$ cat src/rtl/cdr_pkg.sv
// Shared types and counter widths for the 2x-oversampled CDR phase tracker.
package cdr_pkg;

  typedef enum logic {
    ACQUIRE = 1'b0,
    LOCKED  = 1'b1
  } cdr_state_e;

  typedef enum logic {
    PHASE_POS = 1'b0,
    PHASE_NEG = 1'b1
  } cdr_phase_e;

  localparam int VOTE_W = 2;
  localparam int ACC_W  = 8;
  localparam int OPP_W  = 6;
  localparam int IDLE_W = 8;
  localparam int WCNT_W = 8;

  localparam int ACC_MAX  = (2 ** (ACC_W - 1)) - 1;
  localparam int ACC_MIN  = -(2 ** (ACC_W - 1));
  localparam int OPP_MAX  = (2 ** OPP_W) - 1;
  localparam int IDLE_MAX = (2 ** IDLE_W) - 1;

endpackage

$ cat src/rtl/cdr_edge_vote.sv
// Counts data transitions in one 4-sample word: c_a favours the NEG phase,
// c_b favours POS. The boundary term against the previous word needs a valid history.
module cdr_edge_vote
  import cdr_pkg::*;
(
  input  logic [3:0]        in_data,
  input  logic              prev_s3,
  input  logic              prev_valid,
  output logic [VOTE_W-1:0] c_a,
  output logic [VOTE_W-1:0] c_b
);

  always_comb begin
    c_a = {1'b0, in_data[0] ^ in_data[1]} + {1'b0, in_data[2] ^ in_data[3]};
    c_b = {1'b0, in_data[1] ^ in_data[2]} + {1'b0, prev_valid & (prev_s3 ^ in_data[0])};
  end

endmodule

$ cat src/rtl/cdr_phase_tracker.sv
// Bang-bang phase tracker for a 2x sampler: acquires a phase by majority vote,
// then tracks it with a hysteresis counter and drops lock after a long idle run.
module cdr_phase_tracker
  import cdr_pkg::*;
#(
  parameter int VOTE_TH    = 8,
  parameter int ACQ_WORDS  = 16,
  parameter int IDLE_WORDS = 64
) (
  input  logic       clk,
  input  logic       rst_n,
  input  logic       in_valid,
  input  logic [3:0] in_data,
  output logic       out_valid,
  output logic [1:0] out_data,
  output logic [1:0] out_nbits,
  output logic       locked,
  output logic       phase_sel,
  output logic       slip
);

  cdr_state_e               state_q, state_d;
  cdr_phase_e               phase_q, phase_d;
  logic signed [ACC_W-1:0]  acc_q, acc_d;
  logic [WCNT_W-1:0]        wcnt_q, wcnt_d;
  logic [OPP_W-1:0]         opp_q, opp_d;
  logic [IDLE_W-1:0]        idle_q, idle_d;
  logic                     prev_s3_q, prev_s3_d;
  logic                     prev_valid_q, prev_valid_d;
  logic                     drop_q, drop_d;
  logic                     out_valid_q, out_valid_d;
  logic [1:0]               out_data_q, out_data_d;
  logic [1:0]               out_nbits_q, out_nbits_d;
  logic                     slip_q, slip_d;

  logic [VOTE_W-1:0]        c_a, c_b;
  logic [VOTE_W-1:0]        other_v, own_v;
  int                       acc_i, opp_i, idle_i;

  cdr_edge_vote u_edge_vote (
    .in_data    (in_data),
    .prev_s3    (prev_s3_q),
    .prev_valid (prev_valid_q),
    .c_a        (c_a),
    .c_b        (c_b)
  );

  always_comb begin
    state_d      = state_q;
    phase_d      = phase_q;
    acc_d        = acc_q;
    wcnt_d       = wcnt_q;
    opp_d        = opp_q;
    idle_d       = idle_q;
    prev_s3_d    = prev_s3_q;
    prev_valid_d = prev_valid_q;
    drop_d       = drop_q;
    out_valid_d  = 1'b0;
    out_data_d   = out_data_q;
    out_nbits_d  = out_nbits_q;
    slip_d       = 1'b0;
    other_v      = '0;
    own_v        = '0;
    acc_i        = 0;
    opp_i        = 0;
    idle_i       = 0;

    if (in_valid) begin
      prev_s3_d    = in_data[3];
      prev_valid_d = 1'b1;

      case (state_q)
        ACQUIRE: begin
          acc_i = int'(acc_q) + int'(c_a) - int'(c_b);
          if (acc_i > ACC_MAX) acc_i = ACC_MAX;
          else if (acc_i < ACC_MIN) acc_i = ACC_MIN;

          if (int'(wcnt_q) >= ACQ_WORDS - 1) begin
            state_d = LOCKED;
            phase_d = (acc_i > 0) ? PHASE_NEG : PHASE_POS;
            acc_d   = '0;
            wcnt_d  = '0;
            opp_d   = '0;
            idle_d  = '0;
            drop_d  = 1'b0;
          end else begin
            acc_d  = ACC_W'(acc_i);
            wcnt_d = wcnt_q + WCNT_W'(1);
          end
        end

        LOCKED: begin
          other_v = (phase_q == PHASE_POS) ? c_a : c_b;
          own_v   = (phase_q == PHASE_POS) ? c_b : c_a;
          opp_i   = int'(opp_q) + int'(other_v) - int'(own_v);
          if (opp_i > OPP_MAX) opp_i = OPP_MAX;
          else if (opp_i < 0) opp_i = 0;

          idle_i = (c_a == '0 && c_b == '0) ? int'(idle_q) + 1 : 0;
          if (idle_i > IDLE_MAX) idle_i = IDLE_MAX;

          // Idle loss takes priority over a phase switch on the same word
          if (idle_i >= IDLE_WORDS) begin
            state_d      = ACQUIRE;
            acc_d        = '0;
            wcnt_d       = '0;
            opp_d        = '0;
            idle_d       = '0;
            drop_d       = 1'b0;
            prev_valid_d = 1'b0;
          end else begin
            out_valid_d = 1'b1;
            idle_d      = IDLE_W'(idle_i);
            drop_d      = 1'b0;
            if (phase_q == PHASE_NEG) begin
              out_data_d  = {in_data[3], in_data[1]};
              out_nbits_d = 2'd2;
            end else if (drop_q) begin
              out_data_d  = {1'b0, in_data[2]};
              out_nbits_d = 2'd1;
            end else begin
              out_data_d  = {in_data[2], in_data[0]};
              out_nbits_d = 2'd2;
            end

            // Moving NEG->POS skips ahead half a bit, so s0 of the next word repeats a bit already sent
            if (opp_i >= VOTE_TH) begin
              phase_d = (phase_q == PHASE_POS) ? PHASE_NEG : PHASE_POS;
              opp_d   = '0;
              slip_d  = 1'b1;
              drop_d  = (phase_q == PHASE_NEG);
            end else begin
              opp_d = OPP_W'(opp_i);
            end
          end
        end

        default: ;
      endcase
    end
  end

  always_ff @(posedge clk or negedge rst_n) begin
    if (!rst_n) begin
      state_q      <= ACQUIRE;
      phase_q      <= PHASE_POS;
      acc_q        <= '0;
      wcnt_q       <= '0;
      opp_q        <= '0;
      idle_q       <= '0;
      prev_s3_q    <= 1'b0;
      prev_valid_q <= 1'b0;
      drop_q       <= 1'b0;
      out_valid_q  <= 1'b0;
      out_data_q   <= '0;
      out_nbits_q  <= '0;
      slip_q       <= 1'b0;
    end else begin
      state_q      <= state_d;
      phase_q      <= phase_d;
      acc_q        <= acc_d;
      wcnt_q       <= wcnt_d;
      opp_q        <= opp_d;
      idle_q       <= idle_d;
      prev_s3_q    <= prev_s3_d;
      prev_valid_q <= prev_valid_d;
      drop_q       <= drop_d;
      out_valid_q  <= out_valid_d;
      out_data_q   <= out_data_d;
      out_nbits_q  <= out_nbits_d;
      slip_q       <= slip_d;
    end
  end

  assign out_valid = out_valid_q;
  assign out_data  = out_data_q;
  assign out_nbits = out_nbits_q;
  assign locked    = (state_q == LOCKED);
  assign phase_sel = phase_q;
  assign slip      = slip_q;

endmodule

$ cat config.mk
export PLATFORM = sky130hd
export DESIGN_NAME = cdr_phase_tracker
export DESIGN_NICKNAME = d
export VERILOG_FILES = /design/src/rtl/cdr_pkg.sv /design/src/rtl/cdr_edge_vote.sv /design/src/rtl/cdr_phase_tracker.sv
export SDC_FILE = /design/constraint.sdc
export NUM_CORES = 1
export LEC_CHECK = 0
export BUFFER_PORTS_ARGS = -buffer_cell sky130_fd_sc_hd__buf_4
export CELL_PAD_IN_SITES_DETAIL_PLACEMENT = 2
export CELL_PAD_IN_SITES_GLOBAL_PLACEMENT = 2
export CORE_MARGIN = 2
export CORE_UTILIZATION = 39
export CTS_BUF_LIST = sky130_fd_sc_hd__clkbuf_8 sky130_fd_sc_hd__clkbuf_16
export CTS_CLUSTER_SIZE = 10
export DETAILED_ROUTE_END_ITERATION = 16
export PLACE_DENSITY_LB_ADDON = 0.08
export SLEW_MARGIN = 20
export SYNTH_ARGS = -nofsm -noshare
export SYNTH_HDL_FRONTEND = slang
export SYNTH_HIERARCHICAL = 1
export SYNTH_SLANG_ARGS = --single-unit
$ cat constraint.sdc
create_clock -name clk -period 5.01 [get_ports clk]
set_input_delay 0.501 -clock clk [delete_from_list [all_inputs] [get_ports clk]]
set_output_delay 0.501 -clock clk [all_outputs]
set_load 0.02 [all_outputs]
==> run_results.csv <==
group,metric,value,unit
timing,slew_violations,0,
critical_path,reg2reg_setup_slack,0.39,ns
logic_synthesis,synth.distinct_cells,63,
clock_network,tritoncts,"done",
clock_network,clk_path_buf_depth,2,
critical_path,reg2regPathDepth,19,
die,rows,31,
detailed_routing,wl_per_cell,18.5,µm
die,start_util,40.2,%
detailed_routing,drtIter0Drc,73,
run,cap_viol_max_count,0,
clock_network,cts-root-buf,"clkbuf_8",
logic_synthesis,synthFlopType,"dfrtp_1",
critical_path,critPathKind,"reg2reg",
power_and_ir_drop,peakVddDrop,0.368,mV
die,fp.dieH,90.3,µm
timing,clock_skew,0.00572,ns
detailed_routing,num_vias,2492,
cells_and_area,drive_gt1_share,14.0,%
placement,portBuffers,14,
clock_network,cts_buffers,5,
cells_and_area,n_antenna_cell,0,
timing,hold_viol_final,0,
min_path,hold_class,"in2async",
logic_synthesis,yosys_warnings,6,
cells_and_area,final_cells,434,
timing,rsz0062_at_grt,"no",
die,fp.dieW,90.3,µm
timing,worstMarginPinSlew,0.730,ns
timing,period_share,92.3,%
logic_synthesis,syn-cell-area,2900,µm²
global_routing,grt_max_degree,42,
detailed_routing,ant_nets,0,
logic_synthesis,synth_seq_cells,41,
critical_path,rr_startpoint,"prev_s3_q",
power_and_ir_drop,leakage,1.44,nW
global_routing,antenna_found_initial,0,
logic_synthesis,syn_avg_cell_area,9.18,µm²
clock_network,insertion_delay,0.30,ns
die,core,7210,µm²
critical_path,worstPathMaxFanout,6,
timing,post-route-min-period,4.62,ns
die,dieArea,8150,µm²
logic_synthesis,synth_edf_count,0,
global_routing,grt_pass1_vias,2739,
critical_path,crit_arrival,4.80,ns
global_routing,overflow,0,
global_routing,grt_pass1_wl,14100,µm
timing,setup_viol,0,
die,io_pins,15,
clock_network,post_cts_buffers,0,
timing,fmax,216,MHz
detailed_routing,finalWirelength,8020,µm
timing,relSlewSlack,51.0,%
logic_synthesis,synth_seq_area_share,35.4,%
critical_path,crit_required,5.19,ns
clock_network,htreeDepth,2,
detailed_routing,drcViolationCount,0,
logic_synthesis,syn_inst,316,
logic_synthesis,synth_fp_nets,349,
placement,dp_hpwl,6070,µm
outcome,status,"complete, no violations",
clock_network,cts_sinks,41,
logic_synthesis,synth-async-reset-ratio,100,%
detailed_routing,dr.pass1.iters,4,
placement,gp_congestion,0.754,
timing,tns,0,ns
global_routing,grtUsageTotal,21.3,%
critical_path,end_kind,"flip-flop",
placement,dp.cells,426,
detailed_routing,vias_per_cell,5.74,
cells_and_area,nNetsFinal,367,
cells_and_area,area_growth,12.6,%
clock_network,clk_pin_slew_worst_paths,0.09,ns
critical_path,reg2reg_to,"phase_sel",
critical_path,cp-start-kind,"flip-flop",
power_and_ir_drop,p_per_area,772,nW/µm²
-- sequential cells by signal, indices dropped and copies added, names as in the netlist --
register,cells
out_data,2
prev_valid_q,1
prev_s3_q,1
idle_q,8
drop_q,1
opp_q,6
acc_q,8
slip,1
phase_sel,1
locked,1
wcnt_q,8
out_nbits,2
out_valid,1
-- through the flow --
stage          util (%)  setup slack [ns]  cell area (µm²)  hold WS, ns  power [mW]
3_3_place_gp       43.3             0.331             3120        0.463        2.12
6_report           45.3             0.385             3270        0.173        2.52
2_1_floorplan         -             0.471             2900        0.205        1.74
4_1_cts            45.0             0.293             3240        0.197        2.51
3_5_place_dp       43.3            0.0701             3120        0.470        2.21
5_1_grt            45.3            0.0441             3270        0.222        2.77
-- routing by layer --
layer | GRT usage [%] | share of wire [%] | vias to the layer above
met3 | 2.67 | 2.4 | 10
met4 | 5.13 | 1.2 | 0
met2 | 37.3 | 51 | 24
li1 | - | - | 1176
met5 | 0 | 0 | -
met1 | 27.9 | 46 | 1282
-- cells by family after synthesis --
logic type                 Yosys count  share of synthesized area [%]
DFF                                 41                           35.4
muxes                                7                           2.54
adders and majority gates           26                           12.2
buffers and inverters               28                           3.75
and+or+nand+nor                    121                           23.6
AOI/OAI and AO/OA                   82                           19.2
xor gates and xnor gates            11                           3.32
-- worst max path at each step --
stage	startpoint	end	slack [ns]	cells past startpoint
2_1_floorplan	in_data[0]	phase_sel	0.47	20
3_3_place_gp	in_data[0]	phase_sel	0.33	20
3_5_place_dp	in_data[0]	phase_sel	0.07	20
4_1_cts	prev_s3_q	phase_sel	0.29	19
5_1_grt	prev_s3_q	phase_sel	0.04	19
6_report	prev_s3_q	phase_sel	0.39	19
-- cell usage after synthesis (all sizes together) (2+ instances only) --
master	instances	share of area, %
mux2i	4	1.4
buf	3	0.47
a21boi	2	0.52
xor2	6	1.8
fa	4	2.8
nor3b	6	1.7
nand4	3	0.65
or2	2	0.43
clkbuf	2	0.26
o31ai	2	0.52
nor4	2	0.95
a2bb2oi	2	0.60
ha	22	9.5
nor2b	3	0.65
nand2	23	3.3
a31oi	3	0.86
and2	8	1.8
a21oi	14	2.4
o22ai	2	0.43
inv	22	2.8
nor2	27	3.6
nand3	14	2.8
nand2b	6	1.3
dfrtp	41	35
mux2	3	1.2
nor4b	2	0.60
a22o	6	1.8
o41a	2	0.78
or4	4	1.2
nor3	11	2.1
xnor2	5	1.5
and3	4	0.86
o21ai	34	5.9
a211oi	2	0.69
a21o	5	1.3
-- cell usage in the layout (no fill, tap or decap), drive strengths merged, types with 8 or more instances in the layout --
master | netlist | layout
and2 | 8 | 8
nand3 | 14 | 14
nand2 | 23 | 23
buf | 3 | 16
dfrtp | 41 | 41
nor2 | 27 | 27
inv | 22 | 22
nor3 | 11 | 11
a21oi | 14 | 14
o21ai | 34 | 34
ha | 22 | 22
-- critical path, cell delays in order (launching register included) --
cell	delay (ns)
dfrtp_1	0.40
xor2_1	0.13
and2_1	0.15
ha_2	0.24
inv_1	0.07
fa_1	0.47
ha_1	0.35
a211oi_4	0.30
nor3_1	0.09
o41a_1	0.39
and2_4	0.20
or2_2	0.27
ha_1	0.38
nor3b_1	0.09
nor3_1	0.23
nand3_1	0.16
nor3b_2	0.19
nand4b_1	0.14
a2bb2oi_1	0.17
nand3_1	0.09
-- final cells by class --
| cell class | instances | area [µm²] |
|---|---|---|
| timing repair buffer | 16 | 120 |
| clock inverter | 2 | 37.5 |
| clock buffer | 6 | 82.6 |
| fill | 819 | 3950 |
| multi-input combinational | 247 | 1790 |
| tap | 99 | 124 |
| sequential | 41 | 1030 |
| inverter | 23 | 87.6 |
-- timing repair --
item                       CTS  global route
gates resized for setup      0             4
hold buffers                 0             0
setup endpoints to repair    0             1
-- where the power goes --
part / internal [mW] / total, mW / switching [mW]
clock: 0.162 / 0.294 / 0.132
combinational: 0.736 / 1.71 / 0.977
sequential: 0.421 / 0.515 / 0.0932
total: 1.32 / 2.52 / 1.20
Power figures use the tool's default switching activity.
